--- src/rtl/mmio_arbiter.sv ---
// Purpose: two-master round-robin (or fixed-priority) arbiter for the single I/O-unit register port.
// Latency: io_re/io_we one cycle after grant, ack two cycles after grant, one transaction per 3 cycles.
// Backpressure: requests are level-held; a losing master simply waits for the next IDLE, never dropped.
module mmio_arbiter #(
    parameter int ADDR_W     = 32,
    parameter int DATA_W     = 32,
    parameter int FIXED_PRIO = 0
) (
    input  logic              clk_glb,
    input  logic              rstn,
    input  logic              m0_req,
    input  logic              m0_we,
    input  logic [ADDR_W-1:0] m0_addr,
    input  logic [DATA_W-1:0] m0_din,
    output logic              m0_ack,
    output logic [DATA_W-1:0] m0_rdata,
    input  logic              m1_req,
    input  logic              m1_we,
    input  logic [ADDR_W-1:0] m1_addr,
    input  logic [DATA_W-1:0] m1_din,
    output logic              m1_ack,
    output logic [DATA_W-1:0] m1_rdata,
    output logic [ADDR_W-1:0] io_addr,
    output logic [DATA_W-1:0] io_din,
    output logic              io_re,
    output logic              io_we,
    input  logic [DATA_W-1:0] io_dout
);

    typedef enum logic [1:0] {
        ST_IDLE   = 2'd0,
        ST_ACCESS = 2'd1,
        ST_RESP   = 2'd2
    } state_t;

    state_t            state_q;
    state_t            state_d;
    logic              cur_q;
    logic              last_q;
    logic              gnt_vld;
    logic              gnt_idx;
    logic              gnt_we;
    logic [ADDR_W-1:0] gnt_addr;
    logic [DATA_W-1:0] gnt_din;

    always_ff @(posedge clk_glb) begin
        if (!rstn) begin
            state_q <= ST_IDLE;
        end else begin
            state_q <= state_d;
        end
    end

    always_comb begin
        state_d = state_q;
        case (state_q)
            ST_IDLE:   if (gnt_vld) state_d = ST_ACCESS;
            ST_ACCESS: state_d = ST_RESP;
            ST_RESP:   state_d = ST_IDLE;
            default:   state_d = ST_IDLE;
        endcase
    end

    // On a tie, round-robin hands the port to whichever master did not go last.
    always_comb begin
        gnt_vld = m0_req | m1_req;
        gnt_idx = m1_req;
        if (m0_req && m1_req) begin
            if (FIXED_PRIO != 0) begin
                gnt_idx = 1'b1;
            end else begin
                gnt_idx = ~last_q;
            end
        end
        gnt_we   = gnt_idx ? m1_we   : m0_we;
        gnt_addr = gnt_idx ? m1_addr : m0_addr;
        gnt_din  = gnt_idx ? m1_din  : m0_din;
    end

    always_ff @(posedge clk_glb) begin
        if (!rstn) begin
            cur_q    <= 1'b0;
            last_q   <= 1'b1;
            io_addr  <= '0;
            io_din   <= '0;
            io_re    <= 1'b0;
            io_we    <= 1'b0;
            m0_ack   <= 1'b0;
            m1_ack   <= 1'b0;
            m0_rdata <= '0;
            m1_rdata <= '0;
        end else begin
            case (state_q)
                ST_IDLE: begin
                    if (gnt_vld) begin
                        io_addr <= gnt_addr;
                        io_din  <= gnt_din;
                        io_we   <= gnt_we;
                        io_re   <= ~gnt_we;
                        cur_q   <= gnt_idx;
                    end
                end
                ST_ACCESS: begin
                    io_re  <= 1'b0;
                    io_we  <= 1'b0;
                    last_q <= cur_q;
                    // io_re is still high here only for reads; writes leave rdata alone.
                    if (io_re) begin
                        if (cur_q) m1_rdata <= io_dout;
                        else       m0_rdata <= io_dout;
                    end
                    if (cur_q) m1_ack <= 1'b1;
                    else       m0_ack <= 1'b1;
                end
                ST_RESP: begin
                    m0_ack <= 1'b0;
                    m1_ack <= 1'b0;
                end
                default: begin
                    io_re <= 1'b0;
                    io_we <= 1'b0;
                end
            endcase
        end
    end

endmodule

--- config.mk ---
export PLATFORM = sky130hd
export DESIGN_NAME = mmio_arbiter
export DESIGN_NICKNAME = d
export VERILOG_FILES = /design/src/rtl/mmio_arbiter.sv
export SDC_FILE = /design/constraint.sdc
export NUM_CORES = 1
export LEC_CHECK = 0
export CORE_MARGIN = 5
export CORE_UTILIZATION = 35
export DETAILED_ROUTE_END_ITERATION = 8
export GPL_ROUTABILITY_DRIVEN = 0
export GPL_TIMING_DRIVEN = 0
export PLACE_DENSITY = 0.72
export SYNTH_ARGS = -nofsm -noshare
export SYNTH_HDL_FRONTEND = slang
export SYNTH_SLANG_ARGS = --single-unit
--- constraint.sdc ---
create_clock -name clk_glb -period 1.4 [get_ports clk_glb]
set_clock_uncertainty 0.05 [all_clocks]
set_input_delay 0.28 -clock clk_glb [delete_from_list [all_inputs] [get_ports clk_glb]]
set_output_delay 0.28 -clock clk_glb [all_outputs]
set_load 0.01 [all_outputs]
### Yosys cells after proc, flatten, opt, wreduce, memory -nomap -nowiden

Index checks and enable logic that the tools add are counted.

| storage, ports and cells | value |
|---|---|
| logic and storage cells | 44 |
| output and inout port bits | 132 |
| latch bits | 0 |
| input bits | 166 |
| memory bits (read-only) | 0 |
| memories | 0 |
| flip-flop bits (word level) | 136 |
| bits in writable memories | 0 |

| cells by class | value |
|---|---|
| reduce and logical (&&, ||, !) cells | 9 |
| bitwise operators | 5 |
| magnitude comparators | 0 |
| equal/unequal tests | 5 |
| shift-type cells | 0 |
| mux-type cells | 14 |
| $mul | 0 |
| divide/modulo/power cells | 0 |
| $add $sub $neg | 0 |

Operators with widths:

| kind | count |
|---|---|
| $mux 32 | 2 |
| $pmux 1 s2 | 4 |
| $reduce_and 2->1 | 4 |
| $mux 1 | 6 |
| $ne 2x2->1 const B | 3 |
| $reduce_and 3->1 | 2 |
| $not 1->1 | 4 |
| $pmux 2 s2 | 1 |
| $eq 2x1->1 const B | 1 |
| $eq 2x2->1 const B | 1 |
| $logic_not 2->1 | 1 |
| $mux 2 | 1 |
| $reduce_bool 2->1 | 1 |
| $logic_and 1x1->1 | 1 |
| $or 1x1->1 | 1 |

### Longest topological paths before layout

| logic depth | value |
|---|---|
| depth after elaboration | 6 |
| gate-level depth with buffers | 6 |
| depth with buffers taken out | 4 |

### Least setup slack after synthesis

Ideal clock, no wire load.

| timing path | value |
|---|---|
| kind | flip-flop to flip-flop |
| start | reg state_q[1] |
| end | reg io_addr[29] |
| buffers on the path | 2 |
| data required time | 1,217 ps |
| setup slack | 67 ps |
| library setup time | 133 ps |
| clock period less this slack | 1,333 ps |
| cell stages (with the launch flop) | 5 |
| arrival time | 1,150 ps |
| path through | dfxtp_1 buf_2 nor3_4 buf_6 a311oi_1 |

| between the ends | value |
|---|---|
| word-level cells in the longest chain between the ends | 2 |

Ends and longest elaborated chain:

| element | RTL line | text |
|---|---|---|
| start, declared | 36 | `state_t state_q;` |
| start signal, assigned | 50 | `state_q <= state_d;` |
| $logic_not 2->1 | 93 | `case (state_q)` |
| $reduce_and 2->1 (no source line) | -- |  |
| end signal, assigned | 96 | `io_addr <= gnt_addr;` |
| end, declared | 23 | `output logic [ADDR_W-1:0] io_addr,` |

Every way passes these cells.
A chain may end at the register's enable or synchronous reset.

### Worst setup path in the final report

| timing path | value |
|---|---|
| start | reg state_q[1] |
| end | reg m1_rdata[23] |

| between the ends | value |
|---|---|
| word-level cells in the longest chain between the ends | 2 |

Ends and longest elaborated chain:

| element | RTL line | text |
|---|---|---|
| $eq 2x1->1 | 93 |  |
| $reduce_and 3->1 (no source line) | -- |  |
| end signal, assigned | 109 | `if (cur_q) m1_rdata <= io_dout;` |
| end, declared | 22 | `output logic [DATA_W-1:0] m1_rdata,` |

Every way passes these cells.

==> flow_summary.yaml <==
final_layout:
  multi_input_area_sq_mm: 0.00259
  ff_latch_area_sq_mm: 0.00273
  nNetsFinal: 1172
  syn2layout_area_growth_pct: 77.1
  n_fill_cell: 1349
  drive_gt1_share_pct: 18.2
floorplanning:
  die_w_um: 135
  initial_core_util_pct: 35.9
  rows: 45
  ios: 298
  core_area_sq_mm: 0.0153
  die_y_um: 135
  die_area_sq_mm: 0.0183
timing:
  worst_slack_ns: -0.0203
  setup_viol: 5
  fmax_ghz: 0.704
  layout_min_cycle_time_ns: 1.42
  whs_ns: 0.106
  maxSlewViolCount: 0
  hold_violations: 0
  post-route-period-util_pct: 101
  tightest_slew_ns: 0.588
  rsz0062_at_grt: "true"
  worst_slew_margin_rel_pct: 60.8
detailed_routing:
  vias_per_cell: 4.97
  wl_met3_mm: 2.06
  drt_iter0_drc: 296
  drt.antenna.violating_nets: 0
  first_pass_iters: 5
  wl_met2_mm: 10.5
  num_vias: 6107
  drc: 0
  top_layer: "met5"
  m1WireLength_mm: 8.49
  wl_per_cell_um: 17.5
  wl_mm: 21.5
logic_synthesis:
  synth-edff-count: 0
  synth.net_count: 847
  synth_cell_types: 31
  synth_ff_type: "dfxtp_1"
  synthTopCellsByCount: "258 x nand2_1, 136 x dfxtp_1, 131 x a21oi_1"
  yosysMostFrequentCell: "nand2_1"
  ys.warnings.count: 0
  synthTopCellsByArea: "dfxtp_1 50%, nand2_1 18%, a21oi_1 12%"
  netlist_instances: 681
  synth_top_cell_by_area: "dfxtp_1"
  syn_area_sq_mm: 0.00548
  async_flop_share_pct: 0
  avgSynthCellArea_sq_um: 8.05
  yosysSeqAreaShare_pct: 49.7
  synth_top_area_share_pct: 49.7
  ys_ff_latch: 136
worst_setup_path:
  crit_required_ns: 1.65
  path_buf_inv: 3
  crit_path_end_kind: "flip-flop"
  cp.arrival_ns: 1.67
  path_max_fanout: 7
  crit_chain: "buf_8 -> nand4b_1 -> buf_6 -> clkbuf_16 -> nand2_2 -> a21oi_2"
  r2r-start: "state_q[1]"
  crit_family: "buffers and inverters"
  worstSetupPathType: "reg2reg"
  crit_path_max_incr_delay_ns: 0.36
  cp_slowest_cell: "dfxtp_4"
  start_kind: "flip-flop"
  crit_start: "state_q[1]"
pwr:
  p_sw_share_pct: 26.1
  power.total_uw: 11100
  combinationalPowerShare_pct: 19.7
  vdd_drop_max_mv: 0.798
  p_int_uw: 8180
  netSwitchingPower_uw: 2890
  powerDensity_mw_per_mm2: 1140
  leakagePower_uw: 0.00392
  p_seq_share_pct: 38.7
  clkPwrFrac_pct: 41.6
global_routing:
  track_usage_pct: 22.4
  grt_pass1_wl_mm: 32.2
  grt_pass1_vias: 6026
  antenna_found_initial: 2
  overflow: 0
  grt_max_degree: 17
clocking:
  ctsHoldBuffers: 0
  cts_tree: "done"
  cts_made_buffers: 17
  cts.sinks: 136
  clkSlewWorstSetupHoldPaths_ns: 0.06
  clk_path_buf_depth: 2
  cts_root_buf: "clkbuf_16"
  clkLatencyLatePin_ns: 0.42
  h-tree-depth: 4
hold_path:
  hp-class: "in2reg"
  hp-start: "rstn"
outcome:
  outcome: "complete, but fails checks"
  violations: "setup timing"
placed_design:
  portBuffers: 297
  dp_hpwl_mm: 15.7
job:
  cap_violations: 0
-- worst reg2reg max path, delay by kind of cell (launching register included) --
family	cells	cell delay (ns)
AOI/OAI and AO/OA	1	0.05
buffers and inverters	3	0.49
DFF	1	0.36
and+or+nand+nor	2	0.35
-- layout make-up --
cell class	instances	area share [%]
Antenna cell	1	0.0258
Buffer	62	6.03
Clock buffer	20	4.70
Clock inverter	11	1.52
Inverter	3	0.129
Multi-Input combinational cell	477	26.7
Sequential cell	136	28.2
Tap cell	211	2.72
Timing Repair Buffer	309	30.0
-- placed cells by master (no fill, tap or decap), types with 5 or more instances in the layout --
cell type / synthesis / layout
a311oi_2: 0 / 16
a21oi_2: 0 / 15
buf_4: 11 / 13
clkdlybuf4s15_1: 0 / 52
a21oi_1: 131 / 116
clkbuf_1: 17 / 7
dlygate4sd2_1: 0 / 52
buf_2: 31 / 5
nand2_2: 0 / 11
clkdlybuf4s50_1: 0 / 162
clkbuf_2: 0 / 32
dfxtp_1: 136 / 130
nand2_1: 258 / 246
buf_6: 6 / 31
buf_8: 0 / 7
clkbuf_16: 0 / 18
a311oi_1: 64 / 48
dfxtp_2: 0 / 5
-- per-layer routing --
| layer | GRT usage (%) | vias up |
|---|---|---|
| met4 | 6.33 | 2 |
| met2 | 38.5 | 237 |
| met5 | 0 | - |
| met3 | 9.18 | 29 |
| met1 | 25.7 | 2827 |
| li1 | - | 3012 |
-- final timing paths --
| path | endpoint | depth (start not counted) | slack [ns] |
|---|---|---|---|
| setup / recovery | m1_rdata[23] | 6 | -0.02 |
| hold / removal | last_q | 2 | 0.11 |
| setup reg to reg | m1_rdata[23] | 6 | -0.02 |
| hold reg to reg | m1_rdata[16] | 2 | 0.40 |
-- power by group through the flow --
stage	Clock, uW	Sequential (uW)	Combinational (uW)
after global routing	4850	4310	2370
after CTS	4670	4270	2090
final	4610	4280	2190
after detailed placement	0	4350	2130
after global placement	0	4340	2130
after floorplan	0	4460	779
-- state kept, by name, indices dropped and copies added, names as in the netlist --
| register | count |
|---|---|
| cur_q | 1 |
| io_addr | 32 |
| io_din | 32 |
| io_re | 1 |
| io_we | 1 |
| last_q | 1 |
| m0_ack | 1 |
| m0_rdata | 32 |
| m1_ack | 1 |
| m1_rdata | 32 |
| state_q | 2 |
-- cell families (layout without fill, tap and decap cells) --
group / after synthesis / count (layout) / synth area share, %
AND/OR/NAND/NOR: 273 / 273 / 19.8
AO/OA/AOI/OAI: 203 / 203 / 23.4
flip-flops: 136 / 136 / 49.7
buffers and inverters: 68 / 405 / 6.94
multiplexers: 1 / 1 / 0.205
other: 0 / 1 / 0
-- stage by stage --
step	std cells	setup WS (ns)	cell area [sq um]	setup TNS [ns]	utilization (%)
final	1230	-0.0203	9710	-0.0345	63.6
after global routing	1230	-0.0576	9710	-1.86	63.6
after CTS	1225	-0.0399	9420	-0.0441	61.7
after detailed placement	1189	-0.834	8720	-90.77	57.1
after global placement	1189	-0.822	8720	-90.16	57.1
after floorplan	681	0.0670	5480	0	-
-- timing repair --
action,4_1_cts,5_1_grt
setup endpoints to repair,261,195
setup buffers,5,4
resized for setup,216,171
pin swaps,2,24
cloned,1,2
endpoints found under the hold margin,0,0
(Power assumes the default switching activity.)
